## src/rtl/tcp_vlg_pkg.sv

```systemverilog
// Shared types and default thresholds for the TCP rx delayed-Ack generator.
// TCP_VLG_RX_ACK_GEN_QUICKACK_EN widens the reason field to carry ACK_QUICK.
package tcp_vlg_pkg;

`ifdef TCP_VLG_RX_ACK_GEN_QUICKACK_EN
  localparam int unsigned ACK_REASON_W = 4;
`else
  localparam int unsigned ACK_REASON_W = 3;
`endif

  typedef enum logic [ACK_REASON_W-1:0] {
    ACK_NONE,
    ACK_TMO,
    ACK_PKTS,
    ACK_BYTES,
    ACK_OOO,
    ACK_SACK,
    ACK_FIN,
    ACK_WIN
`ifdef TCP_VLG_RX_ACK_GEN_QUICKACK_EN
    , ACK_QUICK
`endif
  } ack_reason_t;

`ifndef TCP_VLG_RX_ACK_GEN_QUICKACK_EN
  // Nine reasons do not fit three bits; quick-ack aliases the packet-count code.
  localparam ack_reason_t ACK_QUICK = ACK_PKTS;
`endif

  typedef enum logic [1:0] {
    StIdle,
    StWait,
    StPend,
    StReq
  } ack_gen_state_t;

  localparam int unsigned DEF_TIMEOUT           = 20;
  localparam int unsigned DEF_FORCE_ACK_PACKETS = 5;
  localparam int unsigned DEF_FORCE_ACK_BYTES   = 2920;
  localparam int unsigned DEF_QUICKACK_SEGS     = 8;

  function automatic logic [7:0] sat_inc8(input logic [7:0] a);
    return (a == 8'hFF) ? 8'hFF : a + 8'd1;
  endfunction

  function automatic logic [16:0] sat_add17(input logic [16:0] a, input logic [15:0] b);
    logic [17:0] s;
    s = {1'b0, a} + {2'b00, b};
    return s[17] ? 17'h1FFFF : s[16:0];
  endfunction

endpackage

```

## src/rtl/tcp_vlg_ack_trig.sv

```systemverilog
// Priority encoder of delayed-Ack triggers into an ack_reason_t.
// The quick-ack input exists only with TCP_VLG_RX_ACK_GEN_QUICKACK_EN.
module tcp_vlg_ack_trig
  import tcp_vlg_pkg::*;
(
  input  logic        i_fin,
`ifdef TCP_VLG_RX_ACK_GEN_QUICKACK_EN
  input  logic        i_quick,
`endif
  input  logic        i_ooo,
  input  logic        i_sack,
  input  logic        i_pkts,
  input  logic        i_bytes,
  input  logic        i_win,
  input  logic        i_tmo,
  output ack_reason_t o_reason,
  output logic        o_hit
);

  always_comb begin
    o_reason = ACK_NONE;
    if (i_fin)        o_reason = ACK_FIN;
`ifdef TCP_VLG_RX_ACK_GEN_QUICKACK_EN
    else if (i_quick) o_reason = ACK_QUICK;
`endif
    else if (i_ooo)   o_reason = ACK_OOO;
    else if (i_sack)  o_reason = ACK_SACK;
    else if (i_pkts)  o_reason = ACK_PKTS;
    else if (i_bytes) o_reason = ACK_BYTES;
    else if (i_win)   o_reason = ACK_WIN;
    else if (i_tmo)   o_reason = ACK_TMO;
  end

  assign o_hit = (o_reason != ACK_NONE);

endmodule

```

## src/rtl/tcp_vlg_rx_ack_gen.sv

```systemverilog
// Delayed-Ack generator: decides when a pure Ack is requested and latches its number/reason.
// TCP_VLG_RX_ACK_GEN_QUICKACK_EN enables immediate Acks for the first segments after init.
module tcp_vlg_rx_ack_gen
  import tcp_vlg_pkg::*;
#(
  parameter int unsigned TIMEOUT           = DEF_TIMEOUT,
  parameter int unsigned FORCE_ACK_PACKETS = DEF_FORCE_ACK_PACKETS,
  parameter int unsigned FORCE_ACK_BYTES   = DEF_FORCE_ACK_BYTES,
`ifdef TCP_VLG_RX_ACK_GEN_QUICKACK_EN
  parameter int unsigned QUICKACK_SEGS     = DEF_QUICKACK_SEGS,
`endif
  parameter bit          DUPACK_ON_OOO     = 1'b1
) (
  input  logic        i_clk,
  input  logic        i_rst,
  input  logic        i_connected,
  input  logic        i_init,
  input  logic        i_rx_vld,
  input  logic        i_rx_in_order,
  input  logic        i_rx_fin,
  input  logic [15:0] i_rx_len,
  input  logic [31:0] i_loc_ack,
  input  logic        i_sack_upd,
  input  logic        i_win_upd,
  input  logic        i_piggy,
  input  logic        i_sent,
  output logic        o_send,
  output logic [31:0] o_ack_num,
  output ack_reason_t o_reason,
  output logic [7:0]  o_pend_pkts
);

  localparam int unsigned TMR_W = $clog2(TIMEOUT + 1);

  ack_gen_state_t r_state;
  logic [7:0]     r_pkts;
  logic [16:0]    r_bytes;
  logic [TMR_W-1:0] r_timer;
  logic           r_send;
  logic [31:0]    r_ack_num;
  ack_reason_t    r_reason;

  logic        w_seg;
  logic        w_fresh;
  logic [7:0]  w_pkts_base;
  logic [16:0] w_bytes_base;
  logic [7:0]  w_pkts_nxt;
  logic [16:0] w_bytes_nxt;
  logic        w_pkts_hit;
  logic        w_bytes_hit;
  logic        w_tmo;
  logic        w_ooo;
  logic        w_hit;
  ack_reason_t w_reason;

  assign w_seg   = i_rx_vld && (i_rx_len != 16'd0);
  // A completed request starts a new epoch, so the counters restart from zero.
  assign w_fresh = (r_state == StWait) || ((r_state == StReq) && i_sent);

  assign w_pkts_base  = w_fresh ? 8'd0 : r_pkts;
  assign w_bytes_base = w_fresh ? 17'd0 : r_bytes;
  assign w_pkts_nxt   = w_seg ? sat_inc8(w_pkts_base) : w_pkts_base;
  assign w_bytes_nxt  = w_seg ? sat_add17(w_bytes_base, i_rx_len) : w_bytes_base;

  assign w_pkts_hit  = w_seg && (({1'b0, w_pkts_base} + 9'd1) >= 9'(FORCE_ACK_PACKETS));
  assign w_bytes_hit = w_seg && (FORCE_ACK_BYTES != 0) &&
                       (({1'b0, w_bytes_base} + {2'b00, i_rx_len}) >= 18'(FORCE_ACK_BYTES));
  assign w_tmo       = (r_state == StPend) && (r_timer == TMR_W'(TIMEOUT - 1));
  assign w_ooo       = DUPACK_ON_OOO && i_rx_vld && !i_rx_in_order;

`ifdef TCP_VLG_RX_ACK_GEN_QUICKACK_EN
  logic [3:0] r_quick;
  logic       w_quick;

  assign w_quick = w_seg && (r_quick != 4'd0);

  always_ff @(posedge i_clk or posedge i_rst) begin
    if (i_rst) begin
      r_quick <= 4'd0;
    end else if (!i_connected) begin
      r_quick <= r_quick;
    end else if (i_init) begin
      r_quick <= 4'(QUICKACK_SEGS);
    end else if (w_quick && (r_state != StIdle)) begin
      r_quick <= r_quick - 4'd1;
    end
  end
`endif

  tcp_vlg_ack_trig u_trig (
    .i_fin    (i_rx_vld && i_rx_fin),
`ifdef TCP_VLG_RX_ACK_GEN_QUICKACK_EN
    .i_quick  (w_quick),
`endif
    .i_ooo    (w_ooo),
    .i_sack   (i_sack_upd),
    .i_pkts   (w_pkts_hit),
    .i_bytes  (w_bytes_hit),
    .i_win    (i_win_upd),
    .i_tmo    (w_tmo),
    .o_reason (w_reason),
    .o_hit    (w_hit)
  );

  always_ff @(posedge i_clk or posedge i_rst) begin
    if (i_rst) begin
      r_state   <= StIdle;
      r_pkts    <= 8'd0;
      r_bytes   <= 17'd0;
      r_timer   <= '0;
      r_send    <= 1'b0;
      r_ack_num <= 32'd0;
      r_reason  <= ACK_NONE;
    end else if (!i_connected) begin
      r_state <= StIdle;
      r_pkts  <= 8'd0;
      r_bytes <= 17'd0;
      r_timer <= '0;
      r_send  <= 1'b0;
    end else if (i_init) begin
      r_state <= StWait;
      r_pkts  <= 8'd0;
      r_bytes <= 17'd0;
      r_timer <= '0;
      r_send  <= 1'b0;
    end else begin
      case (r_state)
        StIdle: begin
          r_pkts  <= 8'd0;
          r_bytes <= 17'd0;
          r_timer <= '0;
        end
        StPend: begin
          r_timer <= r_timer + TMR_W'(1);
          if (w_hit) begin
            r_state   <= StReq;
            r_send    <= 1'b1;
            r_ack_num <= i_loc_ack;
            r_reason  <= w_reason;
            r_pkts    <= w_pkts_nxt;
            r_bytes   <= w_bytes_nxt;
          end else if (i_piggy) begin
            r_state <= StWait;
            r_pkts  <= 8'd0;
            r_bytes <= 17'd0;
            r_timer <= '0;
          end else begin
            r_pkts  <= w_pkts_nxt;
            r_bytes <= w_bytes_nxt;
          end
        end
        StWait, StReq: begin
          if ((r_state == StReq) && !i_sent) begin
            // Request outstanding: keep counting and refresh the latched Ack.
            r_pkts  <= w_pkts_nxt;
            r_bytes <= w_bytes_nxt;
            if (w_hit) begin
              r_ack_num <= i_loc_ack;
              r_reason  <= w_reason;
            end
          end else begin
            r_pkts  <= w_pkts_nxt;
            r_bytes <= w_bytes_nxt;
            r_timer <= '0;
            if (w_hit) begin
              r_state   <= StReq;
              r_send    <= 1'b1;
              r_ack_num <= i_loc_ack;
              r_reason  <= w_reason;
            end else if (w_seg) begin
              r_state <= StPend;
              r_send  <= 1'b0;
            end else begin
              r_state <= StWait;
              r_send  <= 1'b0;
            end
          end
        end
        default: r_state <= StIdle;
      endcase
    end
  end

  assign o_send      = r_send;
  assign o_ack_num   = r_ack_num;
  assign o_reason    = r_reason;
  assign o_pend_pkts = r_pkts;

endmodule

```

## config.mk

```make
export PLATFORM = sky130hd
export DESIGN_NAME = tcp_vlg_rx_ack_gen
export DESIGN_NICKNAME = d
export VERILOG_FILES = /design/src/rtl/tcp_vlg_pkg.sv /design/src/rtl/tcp_vlg_ack_trig.sv /design/src/rtl/tcp_vlg_rx_ack_gen.sv
export SDC_FILE = /design/constraint.sdc
export NUM_CORES = 1
export LEC_CHECK = 0
export BUFFER_PORTS_ARGS = -buffer_cell sky130_fd_sc_hd__buf_2
export CAP_MARGIN = 20
export CORE_UTILIZATION = 40
export DETAILED_ROUTE_END_ITERATION = 12
export SLEW_MARGIN = 20
export SYNTH_ARGS = -nofsm -noshare
export SYNTH_HDL_FRONTEND = slang
export SYNTH_SLANG_ARGS = --single-unit
export TNS_END_PERCENT = 100
```

## constraint.sdc

```tcl
create_clock -name i_clk -period 7.9 [get_ports i_clk]
set_input_delay 1.185 -clock i_clk [delete_from_list [all_inputs] [get_ports i_clk]]
set_output_delay 1.185 -clock i_clk [all_outputs]
set_load 0.02 [all_outputs]
```

==> reports/results.ini, run 1 <==
[run_status]
status=finished clean

[worst_hold_path]
holdPathEnd=o_reason[1]
hold_start=o_reason[1]
min_path_cells=1
hold_class=flip-flop to flip-flop

[clocking]
post_cts_resize_count=0
cts-root-buf=clkbuf_16
cts_max_path_buffers=2
ctsHoldBuffers=0
cts_tree=yes
clk_pin_slew_ns=0.06
clkSinkCount=68
clk_latency_ns=0.33
post-cts-setup-buffers=0
h-tree-depth=3
cts_buffers=9

[final_layout]
num-nets-final=703
layout_common_cells=buf_2, dfrtp_1, nand2_1, nor2_1
areaGrowthSynthToFinish_pct=17.1
drive_gt1_frac=0.270
fin_cells=804
antenna_cells=0
final_common_cell=buf_2
fin_util=0.482

[worst_setup_path]
crit_arrival_ns=6.04
crit_chain=buf_2 > nand2b_1 > nand2_1 > buf_4 > and2_1 > ha_1 > ha_1 > a211oi_1 > a211o_1 > o211a_4 > a211oi_2 > or4_1 > a41o_1 > nor4_4 > o211ai_4 > o211ai_4 > buf_4 > mux2_2
endpoint_kind=flip-flop
rr_startpoint=r_state[1]
crit_path_top_delay_cell=nand2b_1
worstSetupPathType=input pin to flip-flop
r2r_setup_slack_ns=2.61
cp-start-kind=input pin
reg2reg_to=o_ack_num[3]
cpPeakStageDelay_ns=0.57
ff2ff_path_depth=17
crit_fanout=38
cp.required_ns=8.11

[logic_synthesis]
yosysTopAreaCell=dfrtp_1
yosys.area_share.simple=0.196
synthArstFlopShare=1.00
ys.flop_type=dfrtp_1
synth_edf_count=0
synth_area_leaders=dfrtp_1, nand2_1, ha_1, nor2_1, nor3_1
ys_ff_latch=68
synth_compound_area_frac=0.252
syn_avg_cell_area_um2=9.03
synth_top_area_share=0.343
yosys.area_share.adder=0.0411
synth_mux_area_frac=0.0824
synth-xor-area-share=0.0292
synthesis.area_mm2=0.00496
synthCells=550
syn_nets=622
synth_top_family_by_area=compound AO/OA/AOI/OAI gates
synth_seq_area_share=0.343
ys_types=83
yosys_warnings=0

[grt]
antenna_found_initial=0
grt_pass1_vias=4481
overflow=0
grt_max_degree=69
grt.total_usage=0.214
grt_pass1_wl_um=22000

[drt]
drc_errors=0
vias_per_cell=5.67
dr.pass1.iters=4
wl_um=13000
drt_iter0_drc=201
wl_per_cell_um=16.2
vias=4556
ant_nets=0

[die]
row_count=40
dieArea_mm2=0.0129
num_io_pins=103
core_area_mm2=0.0121
die_y_um=113
die_x_um=113
start_util=0.412

[placement]
place.gp.congestion=0.901
port_buffers=102
hpwl_um=9440
dp.cells=788

[pwr]
powerDensity_mw_per_mm2=198
leakagePower_nw=2.63
irDropWorstVdd_uv=156
p_total_mw=1.15

[timing]
tightest_slew_ns=0.908
fin_crit_ns=5.83
slew_viol_final=0
hold_slack_ns=0.480
finalClockSkew_ns=0.0117
hold_viol_final=0
rsz0062_at_grt=false
period_share=0.738
relSlewSlack=0.393
fin_tns_setup_ns=0
fmax_ghz=0.171
finalSetupViolCount=0

[job]
maxCapViolCount=0

flip-flops by register name (all words and copies together) (netlist names):
name and cells:
o_reason 3, r_timer 5, o_send 1, r_bytes 17
o_ack_num 32, r_state 2, o_pend_pkts 8
metrics by stage:
stage | area (um2) | setup WS (ns)
2_1_floorplan | 4960 | 2.52
4_1_cts | 5810 | 2.08
6_report | 5810 | 2.07
5_1_grt | 5810 | 1.73
3_3_place_gp | 5510 | 1.91
3_5_place_dp | 5510 | 1.74
power by group:
part | internal (mW) | switching (mW) | leakage (nW)
Clock | 0.246 | 0.160 | 0.150
Combinational | 0.125 | 0.185 | 1.61
Sequential | 0.402 | 0.0332 | 0.872
how the worst max path moves through the flow:
stage	depth (start not counted)	endpoint	slack, ns	from
detailed placement	18	o_ack_num[9]	1.74	i_sent
finish	18	o_ack_num[3]	2.07	i_sent
CTS	18	o_ack_num[1]	2.08	i_sent
global placement	18	o_ack_num[6]	1.91	i_sent
global route	18	o_ack_num[8]	1.73	i_sent
floorplan	20	o_ack_num[19]	2.52	i_sent
cells by family (layout without fill, tap and decap cells):
kind of cell    after synthesis  after routing
simple gates                196            196
compound gates              167            167
flops                        68             68
buf+inv                      54            140
mux                          33             33
fa+ha+maj                    17             17
xor+xnor                     15             15
synth_stat cells, types with 3 or more instances:
| master | count |
|---|---|
| xor2_1 | 3 |
| a21o_1 | 7 |
| xnor2_1 | 11 |
| o211a_1 | 5 |
| nor2_1 | 43 |
| o211ai_1 | 5 |
| nand4_1 | 5 |
| nor4_1 | 8 |
| mux2_1 | 12 |
| o21a_1 | 4 |
| dfrtp_1 | 68 |
| buf_4 | 3 |
| clkbuf_1 | 17 |
| nand3_1 | 14 |
| and3_1 | 4 |
| a221o_1 | 3 |
| o21ai_0 | 31 |
| maj3_1 | 3 |
| nor2b_1 | 8 |
| o22ai_1 | 4 |
| buf_6 | 5 |
| nor3_1 | 31 |
| ha_1 | 13 |
| mux2_2 | 11 |
| or2_2 | 3 |
| and2_1 | 13 |
| buf_2 | 8 |
| a2111oi_0 | 4 |
| inv_1 | 18 |
| a21oi_1 | 30 |
| a31o_2 | 3 |
| mux2_4 | 10 |
| a31oi_1 | 14 |
| a221oi_2 | 4 |
| nand2_1 | 53 |
| a211oi_1 | 14 |
routing by layer:
| layer | track usage | vias up | wire, um |
|---|---|---|---|
| li1 | - | 2205 | - |
| met1 | 0.288 | 2216 | 5810 |
| met2 | 0.348 | 120 | 6150 |
| met3 | 0.0430 | 15 | 830 |
| met4 | 0.0640 | 0 | 204 |
| met5 | 0 | - | 0 |
cell type report:
cell class              instances  area, um2
clock buffers                   9        225
well taps                     168        210
flip-flops and latches         68       1700
fillers                      1169       6250
clock inverters                 7       75.1
repair buffers                106        541
multi-input cells             428       2990
inverters                      18       67.6
critical path, delay by kind of cell:
kind,cells,cell delay [ns]
AND/OR/NAND/NOR,5,1.62
AO/OA/AOI/OAI,7,1.45
buffers and inverters,3,0.85
adder cells (fa/ha/maj),2,0.50
multiplexers,1,0.39
(Power assumes the default switching activity.)
==> run 2: changes to the inputs <==
==> constraint.sdc (replaced) <==
create_clock -name i_clk -period 6 [get_ports i_clk]
set_input_delay 0.9 -clock i_clk [delete_from_list [all_inputs] [get_ports i_clk]]
set_output_delay 0.9 -clock i_clk [all_outputs]
set_load 0.02 [all_outputs]
==> reports/results.ini, run 2 (synthesis gave the netlist of run 1 again) <==
[run_status]
status=finished clean

[final_layout]
postLayoutCellArea_mm2=0.00583
final_common_cell=buf_2
drive_gt1_frac=0.272
layout_common_cells=buf_2, dfrtp_1, nand2_1, nor2_1
areaGrowthSynthToFinish_pct=17.4
antenna_cells=0
num-nets-final=706
largest_reg_flops=32

[timing]
fin_crit_ns=4.82
hold_viol_final=0
fmax_ghz=0.208
tightest_slew_ns=0.929
rsz0062_at_grt=false
period_share=0.803
finalClockSkew_ns=0.0105
layout_setup_ws_ns=1.18
finalSetupViolCount=0
relSlewSlack=0.381
fin_tns_setup_ns=0
slew_viol_final=0

[worst_setup_path]
cpPeakStageDelay_ns=0.56
cp.required_ns=6.21
endpoint_kind=flip-flop
crit_chain=buf_2 > nand2b_1 > nand2_1 > and2_1 > ha_1 > ha_1 > a211oi_1 > a211o_1 > o211a_4 > a211oi_2 > or4_1 > a41o_1 > nor4_4 > o211ai_4 > o211ai_4 > buf_4 > mux2_1
crit_path_top_delay_cell=or4_1
cp-start-kind=input pin
cp_top_family=compound AO/OA/AOI/OAI gates
crit_fanout=38
crit_arrival_ns=5.02
critPathBufInv=2
worstSetupPathType=input pin to flip-flop

[grt]
grt.total_usage=0.213
grt_max_degree=69
grt_pass1_wl_um=22000
antenna_found_initial=0
grt_pass1_vias=4443
overflow=0

[die]
die_y_um=113
start_util=0.412
dieArea_mm2=0.0129
die_x_um=113
num_io_pins=103
row_count=40
core_area_mm2=0.0121

[clocking]
post-cts-setup-buffers=0
clk_pin_slew_ns=0.06
cts_tree=yes
clk_latency_ns=0.33
cts_buffers=9
clkSinkCount=68
ctsHoldBuffers=0
post_cts_resize_count=0
cts-root-buf=clkbuf_16
h-tree-depth=3
cts_max_path_buffers=2

[job]
maxCapViolCount=0

[drt]
ant_nets=0
drc_errors=0
vias=4607
wl_per_cell_um=16.5
vias_per_cell=5.71
dr.pass1.iters=5
wl_um=13300
drt_iter0_drc=355

[pwr]
powerDensity_mw_per_mm2=259
irDropWorstVdd_uv=220
leakagePower_nw=2.64

[placement]
postPlaceCellArea_mm2=0.00554
hpwl_um=9540
port_buffers=102
place.gp.congestion=0.932
pre_cts_slack_ns=0.868

[worst_hold_path]
hold_class=flip-flop to flip-flop

run 2: changes by cell type in the layout (fill, tap and decap cells not counted):
cell / previous run / this run
inv_6: 1 / 0
buf_4: 4 / 7
clkbuf_1: 0 / 1
clkinv_4: 3 / 2
clkinvlp_4: 0 / 1
run 2: layout make-up:
class,instances,area (um2)
clock buffer,10,229
clock inverter,6,65.1
fill,1180,6230
inverter,18,67.6
multi-input combinational,428,2990
sequential,68,1700
tap,168,210
timing repair buffer,109,563
run 2: metrics by stage:
step / utilization / hold slack (ns) / total power [mW] / instances
floorplan: - / 0.492 / 0.856 / 550
global placement: 0.459 / 0.459 / 0.982 / 791
detailed placement: 0.459 / 0.464 / 0.989 / 791
CTS: 0.483 / 0.479 / 1.52 / 807
global route: 0.483 / 0.487 / 1.58 / 807
finish: 0.483 / 0.474 / 1.51 / 807
run 2: layer usage:
metal / track usage / wire (um) / share of wire
met1: 0.284 / 5970 / 0.45
met2: 0.346 / 6120 / 0.46
met3: 0.0441 / 900 / 0.068
met4: 0.0746 / 292 / 0.022
met5: 0 / 0 / 0
run 2: final timing paths:
path | start | endpoint | slack, ns | depth (start not counted)
max | i_sent | o_ack_num[12] | 1.18 | 17
max reg2reg | r_state[0] | o_ack_num[12] | 1.32 | 16
max in group asynchronous | i_rst | r_bytes[5] | 4.61 | 3
min | o_reason[1] | o_reason[1] | 0.47 | 1
min reg2reg | o_reason[1] | o_reason[1] | 0.47 | 1
min in group asynchronous | i_rst | o_ack_num[20] | 0.82 | 3
run 2: power breakdown:
part | switching [mW] | total [mW] | internal, mW
registers | 0.0392 | 0.569 | 0.530
logic | 0.248 | 0.414 | 0.166
clock network | 0.204 | 0.525 | 0.322
==> run 3: changes to the inputs <==
==> constraint.sdc (replaced) <==
create_clock -name i_clk -period 4.9 [get_ports i_clk]
set_input_delay 0.735 -clock i_clk [delete_from_list [all_inputs] [get_ports i_clk]]
set_output_delay 0.735 -clock i_clk [all_outputs]
set_load 0.02 [all_outputs]
==> reports/results.ini, run 3 (synthesis gave the netlist of run 1 again) <==
[worst_setup_path]
cp-start-kind=input pin
crit_fanout=7
worstSetupPathType=input pin to flip-flop
rr_startpoint=r_state[1]
cp.required_ns=5.17
crit_arrival_ns=4.67
reg2reg_to=o_ack_num[1]
r2r_setup_slack_ns=0.63
endpoint_kind=flip-flop
ff2ff_path_depth=16

[grt]
grt_pass1_vias=4419
overflow=0
grt.total_usage=0.209
grt_pass1_wl_um=21500
antenna_found_initial=0
grt_max_degree=39

[timing]
hold_viol_final=0
slew_viol_final=0
fin_crit_ns=4.40
layout_setup_ws_ns=0.500
relSlewSlack=0.393
tightest_slew_ns=0.910
rsz0062_at_grt=false
fmax_ghz=0.227
fin_tns_setup_ns=0
period_share=0.898
finalSetupViolCount=0
finalClockSkew_ns=0.00490

[clocking]
clk_latency_ns=0.33
cts_tree=yes
h-tree-depth=3
cts_buffers=9
ctsHoldBuffers=0
cts-root-buf=clkbuf_16
post-cts-setup-buffers=0
clk_pin_slew_ns=0.06
post_cts_resize_count=0
cts_max_path_buffers=2
clkSinkCount=68

[job]
maxCapViolCount=0

[pwr]
p_clk_frac=0.384
p_total_mw=1.96
p_int_mw=1.36
leakagePower_nw=2.70
powerDensity_mw_per_mm2=330
p_sw_mw=0.608
pwr-share-comb=0.261
irDropWorstVdd_uv=304
seq_power_share=0.354
switching_share=0.310

[placement]
port_buffers=102
pre_cts_slack_ns=0.186
hpwl_um=9670
place.gp.congestion=0.889

[drt]
drt_iter0_drc=303
top_layer=met4
route.met2.wl_um=6220
wl_per_cell_um=16.1
dr.pass1.iters=5
vias_per_cell=5.63
drc_errors=0
met3_length_um=672
drt-met1-wl_um=5930
wl_um=13000
vias=4568
ant_nets=0

[final_layout]
multi_input_area_mm2=0.00299
antenna_cells=0
n_fill_cell=1166
final_common_cell=buf_2
layout.area.seq_mm2=0.00170
layout_common_cells=buf_2, dfrtp_1, nand2_1, nor2_1
largest_reg_flops=32
drive_gt1_frac=0.278
num-nets-final=711
areaGrowthSynthToFinish_pct=19.7

[run_status]
status=finished clean

[die]
die_y_um=113
die_x_um=113
dieArea_mm2=0.0129
num_io_pins=103
start_util=0.412
row_count=40
core_area_mm2=0.0121

[worst_hold_path]
hold_class=flip-flop to flip-flop
holdPathEnd=o_reason[1]
hold_start=o_reason[1]
min_path_cells=1

run 3: cell count changes in the layout (fill, tap and decap cells not counted), sizes merged:
cell	delta
buf	+5
bufinv	+2
clkinvlp	-1
clkinv	-1
run 3: how the worst max path moves through the flow:
stage          slack, ns  startpoint             to
3_5_place_dp        0.19      i_sent     r_timer[2]
2_1_floorplan       0.05      i_sent  o_ack_num[19]
3_3_place_gp        0.36      i_sent   o_ack_num[4]
4_1_cts             0.49      i_sent     r_timer[2]
5_1_grt             0.20      i_sent     r_timer[2]
6_report            0.50      i_sent     r_timer[2]
run 3: final cells by class:
class / count / area share
multi-input combinational: 428 / 0.504
inverter: 18 / 0.0114
clock inverter: 6 / 0.0190
timing repair buffer: 114 / 0.105
tap: 168 / 0.0354
clock buffer: 10 / 0.0385
sequential: 68 / 0.286
run 3: through the flow:
stage	std cells	hold WS [ns]	util	cell area, um2
floorplan	550	0.492	-	4970
global placement	796	0.459	0.464	5600
detailed placement	796	0.469	0.464	5600
CTS	812	0.484	0.493	5940
global route	812	0.493	0.493	5940
finish	812	0.483	0.493	5940
run 3: power by group through the flow:
stage / clock (mW) / sequential, mW / combinational [mW]
floorplan: 0 / 0.802 / 0.246
global placement: 0 / 0.701 / 0.507
detailed placement: 0 / 0.704 / 0.515
CTS: 0.766 / 0.696 / 0.516
global route: 0.787 / 0.706 / 0.554
finish: 0.754 / 0.696 / 0.513
run 3: metal layers:
| layer | track usage | vias up |
|---|---|---|
| li1 | - | 2228 |
| met1 | 0.275 | 2189 |
| met2 | 0.343 | 136 |
| met3 | 0.0372 | 15 |
| met4 | 0.0833 | 0 |
| met5 | 0 | - |
run 3: critical path, cell delays in order:
cell	delay, ns
buf_2	0.12
nand2b_1	0.15
nand2_1	0.12
and2_1	0.16
ha_1	0.25
ha_1	0.26
a211oi_1	0.09
a211o_1	0.30
o211a_4	0.17
maj3_1	0.37
o211ai_1	0.22
xor2_1	0.12
o311a_1	0.38
o211ai_4	0.30
o21ai_2	0.16
a2111oi_0	0.57
a221o_1	0.18
